File: src/rtl/ext_uart_rx.sv
// 8N1 UART receiver feeding the pico core's ext_data_i / ext_int_i pair.
// Latency: about 2 + HALF + (N+1)*CLKS_PER_BIT cycles from start edge to ext_int_o rise.
// Backpressure: none; the serial line cannot be stalled, ext_int_o is a fixed-width strobe.
module ext_uart_rx #(
   parameter int CLKS_PER_BIT = 16,
   parameter int N            = 8,
   parameter int INT_CYCLES   = 2
) (
   input  logic         clk_i,
   input  logic         n_rst_i,
   input  logic         rx_i,
   output logic [N-1:0] ext_data_o,
   output logic         ext_int_o,
   output logic         frame_err_o,
   output logic         busy_o
);

   localparam int HALF = CLKS_PER_BIT / 2;
   localparam int CW   = $clog2(CLKS_PER_BIT);
   localparam int BW   = (N > 1) ? $clog2(N) : 1;
   localparam int IW   = $clog2(INT_CYCLES + 1);

   localparam logic [CW-1:0] CNT_LAST  = CW'(CLKS_PER_BIT - 1);
   localparam logic [CW-1:0] HALF_LAST = CW'(HALF - 1);
   localparam logic [CW-1:0] CNT_ONE   = CW'(1);
   localparam logic [BW-1:0] BIT_LAST  = BW'(N - 1);
   localparam logic [BW-1:0] BIT_ONE   = BW'(1);
   localparam logic [IW-1:0] INT_LOAD  = IW'(INT_CYCLES);
   localparam logic [IW-1:0] INT_ONE   = IW'(1);

   typedef enum logic [2:0] {
      ST_IDLE,
      ST_START,
      ST_DATA,
      ST_STOP,
      ST_BREAK
   } state_t;

   logic          r_sync1;
   logic          r_sync2;
   logic          w_rxs;

   state_t        r_state;
   logic [CW-1:0] r_cnt;
   logic [BW-1:0] r_bit_idx;
   logic [N-1:0]  r_shift;
   logic [N-1:0]  r_data;
   logic [IW-1:0] r_int_cnt;
   logic          r_frame_err;

   state_t        w_state_nxt;
   logic [CW-1:0] w_cnt_nxt;
   logic [BW-1:0] w_bit_idx_nxt;
   logic [N-1:0]  w_shift_nxt;
   logic [N-1:0]  w_data_nxt;
   logic [IW-1:0] w_int_cnt_nxt;
   logic          w_frame_err_nxt;

   // Two-flop synchronizer; resets to 1 so the line reads idle out of reset.
   always_ff @(posedge clk_i or negedge n_rst_i) begin
      if (!n_rst_i) begin
         r_sync1 <= 1'b1;
         r_sync2 <= 1'b1;
      end else begin
         r_sync1 <= rx_i;
         r_sync2 <= r_sync1;
      end
   end

   assign w_rxs = r_sync2;

   // Receiver state, counters, shift register and output registers.
   always_ff @(posedge clk_i or negedge n_rst_i) begin
      if (!n_rst_i) begin
         r_state     <= ST_IDLE;
         r_cnt       <= '0;
         r_bit_idx   <= '0;
         r_shift     <= '0;
         r_data      <= '0;
         r_int_cnt   <= '0;
         r_frame_err <= 1'b0;
      end else begin
         r_state     <= w_state_nxt;
         r_cnt       <= w_cnt_nxt;
         r_bit_idx   <= w_bit_idx_nxt;
         r_shift     <= w_shift_nxt;
         r_data      <= w_data_nxt;
         r_int_cnt   <= w_int_cnt_nxt;
         r_frame_err <= w_frame_err_nxt;
      end
   end

   // Next-state logic: half-bit start qualification, mid-bit data sampling, stop check.
   always_comb begin
      w_state_nxt     = r_state;
      w_cnt_nxt       = r_cnt;
      w_bit_idx_nxt   = r_bit_idx;
      w_shift_nxt     = r_shift;
      w_data_nxt      = r_data;
      w_int_cnt_nxt   = (r_int_cnt != '0) ? (r_int_cnt - INT_ONE) : r_int_cnt;
      w_frame_err_nxt = 1'b0;
      case (r_state)
         ST_IDLE: begin
            if (!w_rxs) begin
               w_state_nxt = ST_START;
               w_cnt_nxt   = '0;
            end
         end
         ST_START: begin
            if (r_cnt == HALF_LAST) begin
               if (w_rxs) begin
                  // Start bit gone by mid-bit: treat as a glitch.
                  w_state_nxt = ST_IDLE;
               end else begin
                  w_state_nxt   = ST_DATA;
                  w_cnt_nxt     = '0;
                  w_bit_idx_nxt = '0;
               end
            end else begin
               w_cnt_nxt = r_cnt + CNT_ONE;
            end
         end
         ST_DATA: begin
            if (r_cnt == CNT_LAST) begin
               w_shift_nxt = {w_rxs, r_shift[N-1:1]};
               w_cnt_nxt   = '0;
               if (r_bit_idx == BIT_LAST) begin
                  w_state_nxt = ST_STOP;
               end else begin
                  w_bit_idx_nxt = r_bit_idx + BIT_ONE;
               end
            end else begin
               w_cnt_nxt = r_cnt + CNT_ONE;
            end
         end
         ST_STOP: begin
            if (r_cnt == CNT_LAST) begin
               w_cnt_nxt = '0;
               if (w_rxs) begin
                  w_data_nxt    = r_shift;
                  w_int_cnt_nxt = INT_LOAD;
                  w_state_nxt   = ST_IDLE;
               end else begin
                  w_frame_err_nxt = 1'b1;
                  w_state_nxt     = ST_BREAK;
               end
            end else begin
               w_cnt_nxt = r_cnt + CNT_ONE;
            end
         end
         ST_BREAK: begin
            // Hold here until the line recovers so a stuck-low line reports once.
            if (w_rxs) begin
               w_state_nxt = ST_IDLE;
            end
         end
         default: begin
            w_state_nxt = ST_IDLE;
         end
      endcase
   end

   assign ext_data_o  = r_data;
   assign ext_int_o   = (r_int_cnt != '0);
   assign frame_err_o = r_frame_err;
   assign busy_o      = (r_state != ST_IDLE);

endmodule

File: config.mk
export PLATFORM = sky130hd
export DESIGN_NAME = ext_uart_rx
export DESIGN_NICKNAME = d
export VERILOG_FILES = /design/src/rtl/ext_uart_rx.sv
export SDC_FILE = /design/constraint.sdc
export NUM_CORES = 1
export LEC_CHECK = 0
export ABC_AREA = 1
export BUFFER_PORTS_ARGS = -buffer_cell sky130_fd_sc_hd__buf_4
export CAP_MARGIN = 20
export CORE_ASPECT_RATIO = 1.2
export CORE_MARGIN = 2
export CORE_UTILIZATION = 57
export DETAILED_ROUTE_END_ITERATION = 8
export PLACE_DENSITY = 0.84
export SLEW_MARGIN = 20
export SYNTH_ARGS = -nofsm -noshare
export SYNTH_HDL_FRONTEND = slang
export SYNTH_SLANG_ARGS = --single-unit
File: constraint.sdc
create_clock -name clk_i -period 1.9 [get_ports clk_i]
set_input_delay 0.38 -clock clk_i [delete_from_list [all_inputs] [get_ports clk_i]]
set_output_delay 0.38 -clock clk_i [all_outputs]
set_load 0.02 [all_outputs]
Word level (Yosys, flattened, before mapping)
Index checks and enable logic that the tools add are counted.

Multiplexer cells: 25. Add/subtract/negate cells: 3. Eq/ne operators: 15. Reductions and logical operators: 10.

Operators by type and width (count): 3-bit two-way mux (11); 2-bit inequality test, second input constant (8); 3-bit one-hot mux with 5 select lines (1); 4-bit two-way mux (3); 4-bit one-hot mux with 3 select lines (1); 2-bit two-way mux (5); 3-bit by 2-bit == test with 1-bit output, second input constant (2); 3-bit == test, second input constant (2); 3-bit one-hot mux with 2 select lines (1); 6-bit AND reduction (1); 3-bit nonzero test (2); 5-bit AND reduction (1); 4-bit by 1-bit adder with 4-bit output, second input constant (1); 4-bit by 3-bit == test with 1-bit output, second input constant (1); 4-bit == test, second input constant (1); 2-bit nonzero test (2); 3-bit by 1-bit adder with 3-bit output, second input constant (1); 3-bit by 1-bit == test with 1-bit output, second input constant (1); 3-bit zero test (1); 1-bit two-way mux (3); 3-bit AND reduction (1); 2-bit AND reduction (1); 2-bit OR reduction (1); 2-bit by 1-bit subtractor with 2-bit output, second input constant (1).

Register bits after elaboration: 31. Output and inout port bits: 11. Word-level logic and storage cells: 62.

Logic depth before layout (Yosys ltp)
Gate-level depths: netlist of run 1.

Depth in word-level cells: 5. Gate-level depth with buffers: 10.

Worst setup path before layout of run 1
OpenSTA, ideal clock, no wires.

Path kind: reg-to-reg. From: register r_bit_idx[0]. To: register r_bit_idx[0]. Buffers on the path: 0. Setup slack: 582 ps. Clock period less this slack: 1318 ps. Arrival: 1202 ps. Stages on the path, launching flop included: 11. Cell sequence: dfrtp_1 ha_1 ha_1 inv_1 nand3_1 nand2_1 nand2_1 inv_1 nand2_1 nand2_1 nand2_1.

Cells in the longest elaborated chain, start to end: 4. Elaborated cells on any way between the ends: 7. Classes of those cells: add/sub: 1; eq/ne: 2; mux: 3; reduce/logical: 1.

Ends and longest elaborated chain: from (decl) (line 45) `logic [BW-1:0] r_bit_idx;`; from (signal assigned) (line 85) `r_bit_idx <= w_bit_idx_nxt;`; 3-bit by 1-bit adder with 3-bit output (line 130) `w_bit_idx_nxt = r_bit_idx + BIT_ONE;`; 3-bit two-way mux (line 127) `if (r_bit_idx == BIT_LAST) begin`; 3-bit two-way mux (line 124) `if (r_cnt == CNT_LAST) begin`; 3-bit one-hot mux with 2 select lines (line 102) `case (r_state)`.

Parallel ways exist; a longest one is shown, timed or not. The select of a mux whose other input is x is not followed. A chain may end at the register's enable or synchronous reset.

Worst setup path after layout of run 1
From: register r_state[1]. To: output port busy_o.

Cells in the longest elaborated chain, start to end: 1.

Ends and longest elaborated chain: from (decl) (line 43) `state_t r_state;`; from (signal assigned) (line 83) `r_state <= w_state_nxt;`; 3-bit nonzero test (line 166) `assign busy_o = (r_state != ST_IDLE);`; to (decl) (line 15) `output logic busy_o`.

No other way between the ends.

==> summary.txt, run 1 <==
Final layout
  – Commonest non-fill, non-tap cell in the layout: nand2_1
  – Final Core Density: 66.95%
  – Register area: 778.2 um2
  – Nets: 197
  – FILL cells: 211
  – Filler-free cell count of the finished design: 224
  – Share of layout cells above drive strength 1: 21.99%
  – Multi-input logic area: 590.6 um2
  – Final instance area: 1675 um2
  – Ant. Diodes: 0
  – Most frequent cells in the layout: 50 x nand2_1, 29 x dfrtp_1, 22 x inv_1, 14 x nor2_1, 13 x buf_4
  – Area grow syn2layout: 13.38%

STA
  – Final Setup Violations: 0
  – Worst-margin pin slew: 0.3742 ns
  – RSZ-0062 raised after global routing: no
  – Fin crit period: 1.671 ns
  – Period utilization: 87.93%
  – Slew margin rel.: 75.06%
  – Fin. Hold Viols: 0
  – Setup_tns: 0 ns
  – Fmax: 598.5 MHz
  – WHS: 0.1455 ns
  – Skew final: 0.006247 ns
  – Post-route setup slack: 0.2293 ns
  – Final Slew Violations: 0

Route
  – Routed len/inst: 11.99 um
  – Vias: 1181
  – Met1 WL: 1.088 mm
  – # DRC: 0
  – DR vias/cell: 5.272
  – Routed length on met2: 1.364 mm
  – Number of routed nets with antenna violations: 0
  – Detailed Route WL: 2.685 mm
  – WL met3: 177 um
  – Initial DRC Count: 28
  – Top sig layer: met4
  – TritonRoute pass-1 iters: 4

Clock network
  – Setup bufs post-CTS: 0
  – CTS Buffer Depth: 2
  – Worst-path clk slew: 0.09 ns
  – Post-cts sizing count: 0
  – CTS buffer count: 5
  – Clock H-tree levels: 2
  – Sink Count: 31
  – Root buf cell: clkbuf_4
  – Clk_lat worst skew: 0.34 ns
  – CTS tree: built

Run status
  – Outcome: finished, final reports clean

Critical path
  – Critical Setup Path Class: reg2out
  – Worst Setup End Kind: output pin
  – Worst EP arrival: 1.29 ns
  – Worst Path Max Fanout: 6
  – Startpoint types: flip-flop
  – CP required: 1.52 ns

Global route
  – Initial antenna violation count: 0
  – First-pass GRT wire length: 4.457 mm
  – Vias in the first global route: 1059
  – Largest net degree at the start of global routing: 32
  – Total track usage: 20.80%
  – Total grt overflow: 0

Synthesis
  – Synth Net Count: 178
  – Ys Warns: 0
  – Register area share after synthesis: 52.67%
  – Cells after synthesis: 172
  – Post-synthesis sequential element count: 31
  – Syn avg cell area: 8.591 um2
  – Post-synthesis cell area: 1478 um2
  – Distinct cell type count after synthesis: 21

Power and ir drop
  – Total power: 1.909 mW
  – VDD IR max: 0.0007269 V
  – PwrDens: 1139 nW/um2
  – Leak Pwr: 0.8494 nW

Floorplan
  – Die area: 3017 um2
  – Die W: 50.48 um
  – Core Region: 2502 um2
  – Num rows: 20
  – Initial Utilization: 59.05%
  – Height of the die: 59.78 um
  – Io pins: 14

Hold path
  – Hold Path Class: in2reg

Place
  – Dpl ws: 0.3949 ns
  – Placed inst area: 1594 um2
  – Placer Congestion: 0.8772
  – Placed instance count: 216
  – IO buf count: 13
  – Post-DP HPWL: 1.943 mm

Run
  – Max-Cap Viols: 0
cells in the mapped netlist:
| cell type | count | area share [%] |
|---|---|---|
| inv_2 | 1 | 0.25 |
| a31oi_1 | 1 | 0.42 |
| or2_2 | 1 | 0.42 |
| nor2_1 | 14 | 3.6 |
| nand4_1 | 1 | 0.42 |
| o21ai_1 | 9 | 3.0 |
| o21ai_0 | 4 | 1.4 |
| nand2_1 | 50 | 13 |
| a21oi_1 | 3 | 1.0 |
| nand3_2 | 1 | 0.68 |
| o21ai_2 | 8 | 4.7 |
| dfstp_2 | 2 | 3.6 |
| inv_1 | 22 | 5.6 |
| nand3_1 | 11 | 3.7 |
| nor2_2 | 5 | 2.1 |
| buf_6 | 2 | 1.5 |
| dfrtp_1 | 29 | 49 |
| nand2_2 | 3 | 1.3 |
| ha_1 | 3 | 2.5 |
| nand3_4 | 1 | 1.2 |
| nor2_4 | 1 | 0.76 |
timing repair:
| action | CTS | global route |
|---|---|---|
| hold buffers | 1 | 0 |
| hold endpoints to repair | 29 | 0 |
| setup endpoints to repair | 0 | 0 |
final timing paths:
path	startpoint	endpoint	slack (ns)	cells after the start
max	r_state[1]$_DFFE_PN0P_	busy_o	0.23	3
min	rx_i	r_sync1$_DFF_PN1_	0.15	1
max reg2reg	r_cnt[0]$_DFFE_PN0P_	r_bit_idx[0]$_DFFE_PN0P_	0.38	8
min reg2reg	r_sync1$_DFF_PN1_	r_sync2$_DFF_PN1_	0.36	0
max in group asynchronous	n_rst_i	r_sync2$_DFF_PN1_	1.09	2
min in group asynchronous	n_rst_i	r_cnt[3]$_DFFE_PN0P_	0.49	2
state kept, by name (all words and copies together), names as in the netlist:
name,flops
r_sync2,1
r_int_cnt,2
r_shift,8
r_sync1,1
r_bit_idx,3
r_state,3
ext_data_o,8
r_cnt,4
frame_err_o,1
where the power goes:
part	internal [mW]	switching, mW
clock network	0.271	0.214
logic	0.201	0.386
registers	0.735	0.103
worst max-delay path: stages (launching register included):
cell and delay (ns):
dfrtp_1 0.47, nor2_1 0.24, nand2_1 0.08, buf_4 0.16
metal layers:
metal	vias up	track usage, %
met5	-	0
met4	0	10.81
li1	580	-
met2	30	34.77
met3	8	7.500
met1	563	23.46
logic make-up after synthesis:
logic type	synth area share, %
adders and majority gates	2.540
AOI/OAI and AO/OA	10.58
buffers and inverters	7.366
and+or+nand+nor	26.84
DFF	52.67
cell type report:
type | instances | area share, %
Sequential cell | 31 | 46.45
Inverter | 23 | 5.153
Clock inverter | 1 | 1.792
Timing Repair Buffer | 14 | 6.423
Clock buffer | 6 | 2.465
Tap cell | 33 | 2.465
Multi-Input combinational cell | 116 | 35.25
Power figures use the tool's default switching activity.
==> run 2: changes to the inputs <==
--- a/config.mk
+++ b/config.mk
@@ -12,6 +12,7 @@
 export CORE_MARGIN = 2
 export CORE_UTILIZATION = 57
 export DETAILED_ROUTE_END_ITERATION = 8
+export MAX_ROUTING_LAYER = met4
 export PLACE_DENSITY = 0.84
 export SLEW_MARGIN = 20
 export SYNTH_ARGS = -nofsm -noshare
==> run 2 against run 1 <==
Final cell count is 0.45% higher. Non-clock buffer count stayed put. Sequential power hardly changed. Worst hold slack worse by 0.0037 ns. Fmax is 0.65% lower. Critical path type unchanged. Critical path depth stayed put. Setup slack worse by 0.011 ns. Total power is 5.8% lower. Clock power is 24% lower.
==> summary.txt, run 2 (synthesis gave the netlist of run 1 again) <==
Place
  – IO buf count: 13 (unchanged)
  – Post-DP HPWL: 2.039 mm (was 1.943 mm)
  – Dpl ws: 0.4301 ns (was 0.3949 ns)
  – Placed instance count: 216 (unchanged)
  – Placer Congestion: 0.9039 (was 0.8772)

STA
  – Skew final: 0.006952 ns (was 0.006247 ns)
  – RSZ-0062 raised after global routing: no (unchanged)
  – Period utilization: 88.50% (was 87.93%)
  – Slew margin rel.: 74.69% (was 75.06%)
  – Final Setup Violations: 0 (unchanged)
  – Setup_tns: 0 ns (unchanged)
  – Final Slew Violations: 0 (unchanged)
  – Fmax: 594.7 MHz (was 598.5 MHz)
  – Worst-margin pin slew: 0.3796 ns (was 0.3742 ns)
  – Fin crit period: 1.682 ns (was 1.671 ns)
  – Fin. Hold Viols: 0 (unchanged)
  – Post-route setup slack: 0.2184 ns (was 0.2293 ns)

Power and ir drop
  – PwrDens: 1087 nW/um2 (was 1139 nW/um2)
  – VDD IR max: 0.0006559 V (was 0.0007269 V)
  – Leak Pwr: 0.8403 nW (was 0.8494 nW)
  – Total power: 1.798 mW (was 1.909 mW)

Critical path
  – Startpoint types: flip-flop (unchanged)
  – Worst Setup End Kind: output pin (unchanged)
  – FF-to-FF path depth: 8 (unchanged)
  – Delay-heaviest family, CP: flip-flops (unchanged)
  – CP max stage delay: 0.46 ns (was 0.47 ns)
  – CP required: 1.52 ns (about the same)
  – Worst EP arrival: 1.30 ns (was 1.29 ns)
  – Critical-path cell with the highest stage delay: dfrtp_1 (unchanged)
  – Crit path buf inv count: 1 (unchanged)
  – Worst Path Max Fanout: 6 (unchanged)
  – Critical Setup Path Class: reg2out (unchanged)
  – WP depth: 3 (unchanged)
  – CP cell instances: nor2_1 -> nand2_1 -> buf_4 (unchanged)

Route
  – Detailed Route WL: 2.828 mm (was 2.685 mm)
  – Number of routed nets with antenna violations: 0 (unchanged)
  – # DRC: 0 (unchanged)
  – DR vias/cell: 5.182 (was 5.272)
  – Initial DRC Count: 21 (was 28)
  – TritonRoute pass-1 iters: 4 (unchanged)
  – Routed len/inst: 12.57 um (was 11.99 um)
  – Vias: 1166 (was 1181)

Global route
  – Vias in the first global route: 1152 (was 1059)
  – First-pass GRT wire length: 4.781 mm (was 4.457 mm)
  – Initial antenna violation count: 0 (unchanged)
  – Total grt overflow: 0 (unchanged)
  – Total track usage: 22.87% (was 20.80%)
  – Largest net degree at the start of global routing: 32 (unchanged)

Clock network
  – CTS tree: built (unchanged)
  – Clock H-tree levels: 2 (unchanged)
  – Setup bufs post-CTS: 0 (unchanged)
  – CTS buffer count: 5 (unchanged)
  – Sink Count: 31 (unchanged)
  – CTS Buffer Depth: 2 (unchanged)
  – Post-cts sizing count: 0 (unchanged)
  – Root buf cell: clkbuf_4 (unchanged)
  – Cts hold-fix bufs: 1 (unchanged)
  – Worst-path clk slew: 0.09 ns (about the same)
  – Clk_lat worst skew: 0.35 ns (was 0.34 ns)

Floorplan
  – Die area: 3017 um2 (unchanged)
  – Num rows: 20 (unchanged)
  – Core Region: 2502 um2 (unchanged)
  – Die W: 50.48 um (unchanged)
  – Io pins: 14 (unchanged)
  – Height of the die: 59.78 um (unchanged)
  – Initial Utilization: 59.05% (unchanged)

Final layout
  – Ant. Diodes: 0 (unchanged)
  – Register area: 778.2 um2 (unchanged)
  – Nets: 197 (unchanged)
  – Most frequent cells in the layout: 50 x nand2_1, 29 x dfrtp_1, 22 x inv_1, 14 x nor2_1, 13 x buf_4 (unchanged)
  – Multi-input logic area: 590.6 um2 (unchanged)
  – Share of layout cells above drive strength 1: 21.88% (was 21.99%)
  – Area grow syn2layout: 11.94% (was 13.38%)
  – Final Core Density: 66.10% (was 66.95%)
  – FILL cells: 208 (was 211)
  – Filler-free cell count of the finished design: 225 (was 224)
  – Commonest non-fill, non-tap cell in the layout: nand2_1 (unchanged)

Hold path
  – Hold Path Class: in2reg (unchanged)
  – Hold depth: 1 (unchanged)

Run status
  – Outcome: finished, final reports clean (unchanged)

Run
  – Max-Cap Viols: 0 (unchanged)
run 2: cell type report:
class                           count  share of cell area (%)
Sequential cell                    31                   47.05
Tap cell                           33                   2.496
Clock inverter                      1                  0.3026
Clock buffer                        7                   2.723
Inverter                           23                   5.219
Timing Repair Buffer               14                   6.505
Multi-Input combinational cell    116                   35.70
run 2: worst paths after layout:
| path | start | end | slack, ns |
|---|---|---|---|
| setup reg to reg | r_cnt[0]$_DFFE_PN0P_ | r_bit_idx[0]$_DFFE_PN0P_ | 0.41 |
| hold / removal | rx_i | r_sync1$_DFF_PN1_ | 0.14 |
| hold reg to reg | r_sync1$_DFF_PN1_ | r_sync2$_DFF_PN1_ | 0.37 |
| setup / recovery | r_state[1]$_DFFE_PN0P_ | busy_o | 0.22 |
| min in group asynchronous | n_rst_i | r_state[0]$_DFFE_PN0P_ | 0.48 |
| max in group asynchronous | n_rst_i | r_sync1$_DFF_PN1_ | 1.09 |
run 2: report_power, final:
part	total, mW	switching, mW	internal [mW]
registers	0.834	0.0998	0.735
logic	0.594	0.392	0.202
clock network	0.369	0.225	0.144
run 2: stage by stage:
| step | instance area, um2 | hold slack, ns |
|---|---|---|
| detailed placement | 1594 | 0.3286 |
| global route | 1654 | 0.1226 |
| finish | 1654 | 0.1418 |
| global placement | 1594 | 0.3237 |
| floorplan | 1478 | 0.08441 |
| CTS | 1654 | 0.1352 |
run 2: layer usage:
layer | vias up | track usage (%) | part of all wire, %
li1 | 580 | - | -
met4 | 0 | 12.36 | 2.5
met1 | 551 | 24.25 | 41
met2 | 28 | 37.78 | 51
met5 | - | - | 0
met3 | 7 | 7.750 | 5.3
==> run 3: changes to the inputs <==
--- a/config.mk
+++ b/config.mk
@@ -6,14 +6,14 @@
 export NUM_CORES = 1
 export LEC_CHECK = 0
 export ABC_AREA = 1
-export BUFFER_PORTS_ARGS = -buffer_cell sky130_fd_sc_hd__buf_4
 export CAP_MARGIN = 20
 export CORE_ASPECT_RATIO = 1.2
 export CORE_MARGIN = 2
-export CORE_UTILIZATION = 57
+export CORE_UTILIZATION = 60
 export DETAILED_ROUTE_END_ITERATION = 8
+export DONT_BUFFER_PORTS = 1
 export MAX_ROUTING_LAYER = met4
-export PLACE_DENSITY = 0.84
+export PLACE_DENSITY = 0.83
 export SLEW_MARGIN = 20
 export SYNTH_ARGS = -nofsm -noshare
 export SYNTH_HDL_FRONTEND = slang
==> run 3 against run 2 <==
Register-to-register slack got worse by 0.02 ns. Cell area decreased by 2.6%. Sequential share of layout area increased by 1.3 points. Final cell count decreased by 6.2%. Wire length decreased by 6.0%. Sequential power about the same. Die area decreased by 4.6%. Core utilization increased by 3.7 points. Non-clock buffer count decreased by 12. First-iteration DRC count increased by 52%. Total power increased by 8.0%. Critical path type unchanged.
==> summary.txt, run 3 (synthesis gave the netlist of run 1 again) <==
Run status
  – Outcome: finished, final reports clean (unchanged)

STA
  – Fin. Hold Viols: 0 (unchanged)
  – Period utilization: 84.11% (was 88.50%)
  – WHS: 0.04223 ns (was 0.1418 ns)
  – Slew margin rel.: 82.03% (was 74.69%)
  – Post-route setup slack: 0.3020 ns (was 0.2184 ns)
  – Setup_tns: 0 ns (unchanged)
  – Fmax: 625.8 MHz (was 594.7 MHz)
  – Final Setup Violations: 0 (unchanged)
  – Skew final: 0.01447 ns (was 0.006952 ns)
  – RSZ-0062 raised after global routing: no (unchanged)
  – Worst-margin pin slew: 0.2686 ns (was 0.3796 ns)
  – Fin crit period: 1.598 ns (was 1.682 ns)
  – Final Slew Violations: 0 (unchanged)

Place
  – Post-DP HPWL: 1.923 mm (was 2.039 mm)
  – Dpl ws: 0.4041 ns (was 0.4301 ns)
  – Placer Congestion: 0.8901 (was 0.9039)
  – IO buf count: 0 (was 13)
  – Placed instance count: 201 (was 216)

Critical path
  – CP cell instances: nor2_1 -> nand2_1 (was nor2_1 -> nand2_1 -> buf_4)
  – CP max stage delay: 0.46 ns (about the same)
  – CP required: 1.52 ns (about the same)
  – Worst EP arrival: 1.22 ns (was 1.30 ns)
  – Worst Path Max Fanout: 6 (unchanged)
  – Startpoint types: flip-flop (unchanged)
  – Delay-heaviest family, CP: flip-flops (unchanged)
  – Critical Setup Path Class: reg2out (unchanged)
  – Worst Setup End Kind: output pin (unchanged)
  – Critical-path cell with the highest stage delay: dfrtp_1 (unchanged)
  – Crit path buf inv count: 0 (was 1)

Final layout
  – Filler-free cell count of the finished design: 211 (was 225)
  – Area grow syn2layout: 8.975% (was 11.94%)
  – Register area: 778.2 um2 (unchanged)
  – Share of layout cells above drive strength 1: 17.78% (was 21.88%)
  – Multi-input logic area: 590.6 um2 (unchanged)
  – Nets: 185 (was 197)
  – Most frequent cells in the layout: 50 x nand2_1, 29 x dfrtp_1, 22 x inv_1, 14 x nor2_1, 11 x nand3_1 (was 50 x nand2_1, 29 x dfrtp_1, 22 x inv_1, 14 x nor2_1, 13 x buf_4)
  – Commonest non-fill, non-tap cell in the layout: nand2_1 (unchanged)
  – FILL cells: 175 (was 208)
  – Ant. Diodes: 0 (unchanged)

Power and ir drop
  – Leak Pwr: 0.7999 nW (was 0.8403 nW)
  – Pint: 1.233 mW (was 1.081 mW)
  – Sequential cell fraction of total power: 42.8% (was 46.4%)
  – PwrDens: 1206 nW/um2 (was 1087 nW/um2)
  – VDD IR max: 0.0009858 V (was 0.0006559 V)
  – Sw Pwr: 0.7086 mW (was 0.7171 mW)
  – Total power: 1.942 mW (was 1.798 mW)
  – Sw Ratio: 36.49% (was 39.89%)
  – Clock group share of total power: 27.7% (was 20.5%)
  – Combinational fraction of design power: 29.4% (was 33.1%)

Clock network
  – Root buf cell: clkbuf_4 (unchanged)
  – Worst-path clk slew: 0.09 ns (about the same)
  – Sink Count: 31 (unchanged)
  – Clock H-tree levels: 2 (unchanged)
  – CTS tree: built (unchanged)
  – Setup bufs post-CTS: 0 (unchanged)
  – CTS buffer count: 5 (unchanged)
  – Clk_lat worst skew: 0.34 ns (was 0.35 ns)
  – CTS Buffer Depth: 2 (unchanged)

Route
  – Number of routed nets with antenna violations: 0 (unchanged)
  – TritonRoute pass-1 iters: 4 (unchanged)
  – Vias: 1108 (was 1166)
  – # DRC: 0 (unchanged)
  – Initial DRC Count: 32 (was 21)
  – Detailed Route WL: 2.657 mm (was 2.828 mm)
  – DR vias/cell: 5.251 (was 5.182)
  – Routed len/inst: 12.59 um (was 12.57 um)

Global route
  – Largest net degree at the start of global routing: 32 (unchanged)
  – Total track usage: 23.56% (was 22.87%)
  – Vias in the first global route: 1193 (was 1152)
  – First-pass GRT wire length: 4.933 mm (was 4.781 mm)
  – Total grt overflow: 0 (unchanged)
  – Initial antenna violation count: 0 (unchanged)

Floorplan
  – Die W: 49.30 um (was 50.48 um)
  – Height of the die: 58.36 um (was 59.78 um)
  – Num rows: 19 (was 20)
  – Core Region: 2306 um2 (was 2502 um2)
  – Initial Utilization: 64.08% (was 59.05%)
  – Io pins: 14 (unchanged)
  – Die area: 2877 um2 (was 3017 um2)

Hold path
  – Hold Path Class: in2reg (unchanged)

Run
  – Max-Cap Viols: 0 (unchanged)
[run 3: cell types whose count changed in the layout (fill, tap and decap cells not counted)]
| cell | change |
|---|---|
| clkbuf_1 | -2 |
| buf_4 | -13 |
| buf_12 | +1 |
| bufinv_16 | +1 |
| clkbuf_8 | +1 |
[run 3: worst reg2reg max path: cells and delay by family (launching register included)]
family / cells / cell delay [ns]
flops: 1 / 0.41
simple gates: 7 / 0.76
fa+ha+maj: 1 / 0.23
[run 3: power groups by stage]
stage	sequential [mW]	clock [mW]	combinational [mW]
final	0.832	0.539	0.571
after global routing	0.844	0.577	0.654
after CTS	0.830	0.553	0.574
after detailed placement	0.842	0	0.549
after global placement	0.834	0	0.523
after floorplan	0.819	0	0.459
[run 3: final timing paths]
path,slack (ns),to,cells after the start,start
min,0.04,r_sync1$_DFF_PN1_,0,rx_i
min reg2reg,0.36,r_sync2$_DFF_PN1_,0,r_sync1$_DFF_PN1_
max in group asynchronous,1.18,r_sync2$_DFF_PN1_,2,n_rst_i
min in group asynchronous,0.47,r_state[0]$_DFFE_PN0P_,2,n_rst_i
max reg2reg,0.39,r_bit_idx[1]$_DFFE_PN0P_,8,r_cnt[0]$_DFFE_PN0P_
max,0.30,busy_o,2,r_state[1]$_DFFE_PN0P_
[run 3: layout make-up]
class | count | share of cell area [%]
repair buffers | 2 | 1.865
multi-input cells | 116 | 36.67
clock buffers | 6 | 3.186
inverters | 23 | 5.361
flip-flops and latches | 31 | 48.33
well taps | 31 | 2.409
clock inverters | 2 | 2.176
[run 3: stage by stage]
stage | util, % | instance area (um2)
floorplan | - | 1478
global placement | 64.79 | 1494
detailed placement | 64.79 | 1494
CTS | 69.83 | 1610
global route | 69.83 | 1610
finish | 69.83 | 1610
[run 3: repair_timing]
| item | CTS | global route |
|---|---|---|
| endpoints found under the hold margin | 31 | 0 |
| hold buffers | 2 | 0 |
| resized for setup | 0 | 0 |
[run 3: metal layers]
layer | GRT usage (%) | part of all wire (%)
met5 | - | 0
met4 | 13.06 | 2.8
met3 | 6.853 | 4.5
met2 | 39.19 | 53
met1 | 25.39 | 40
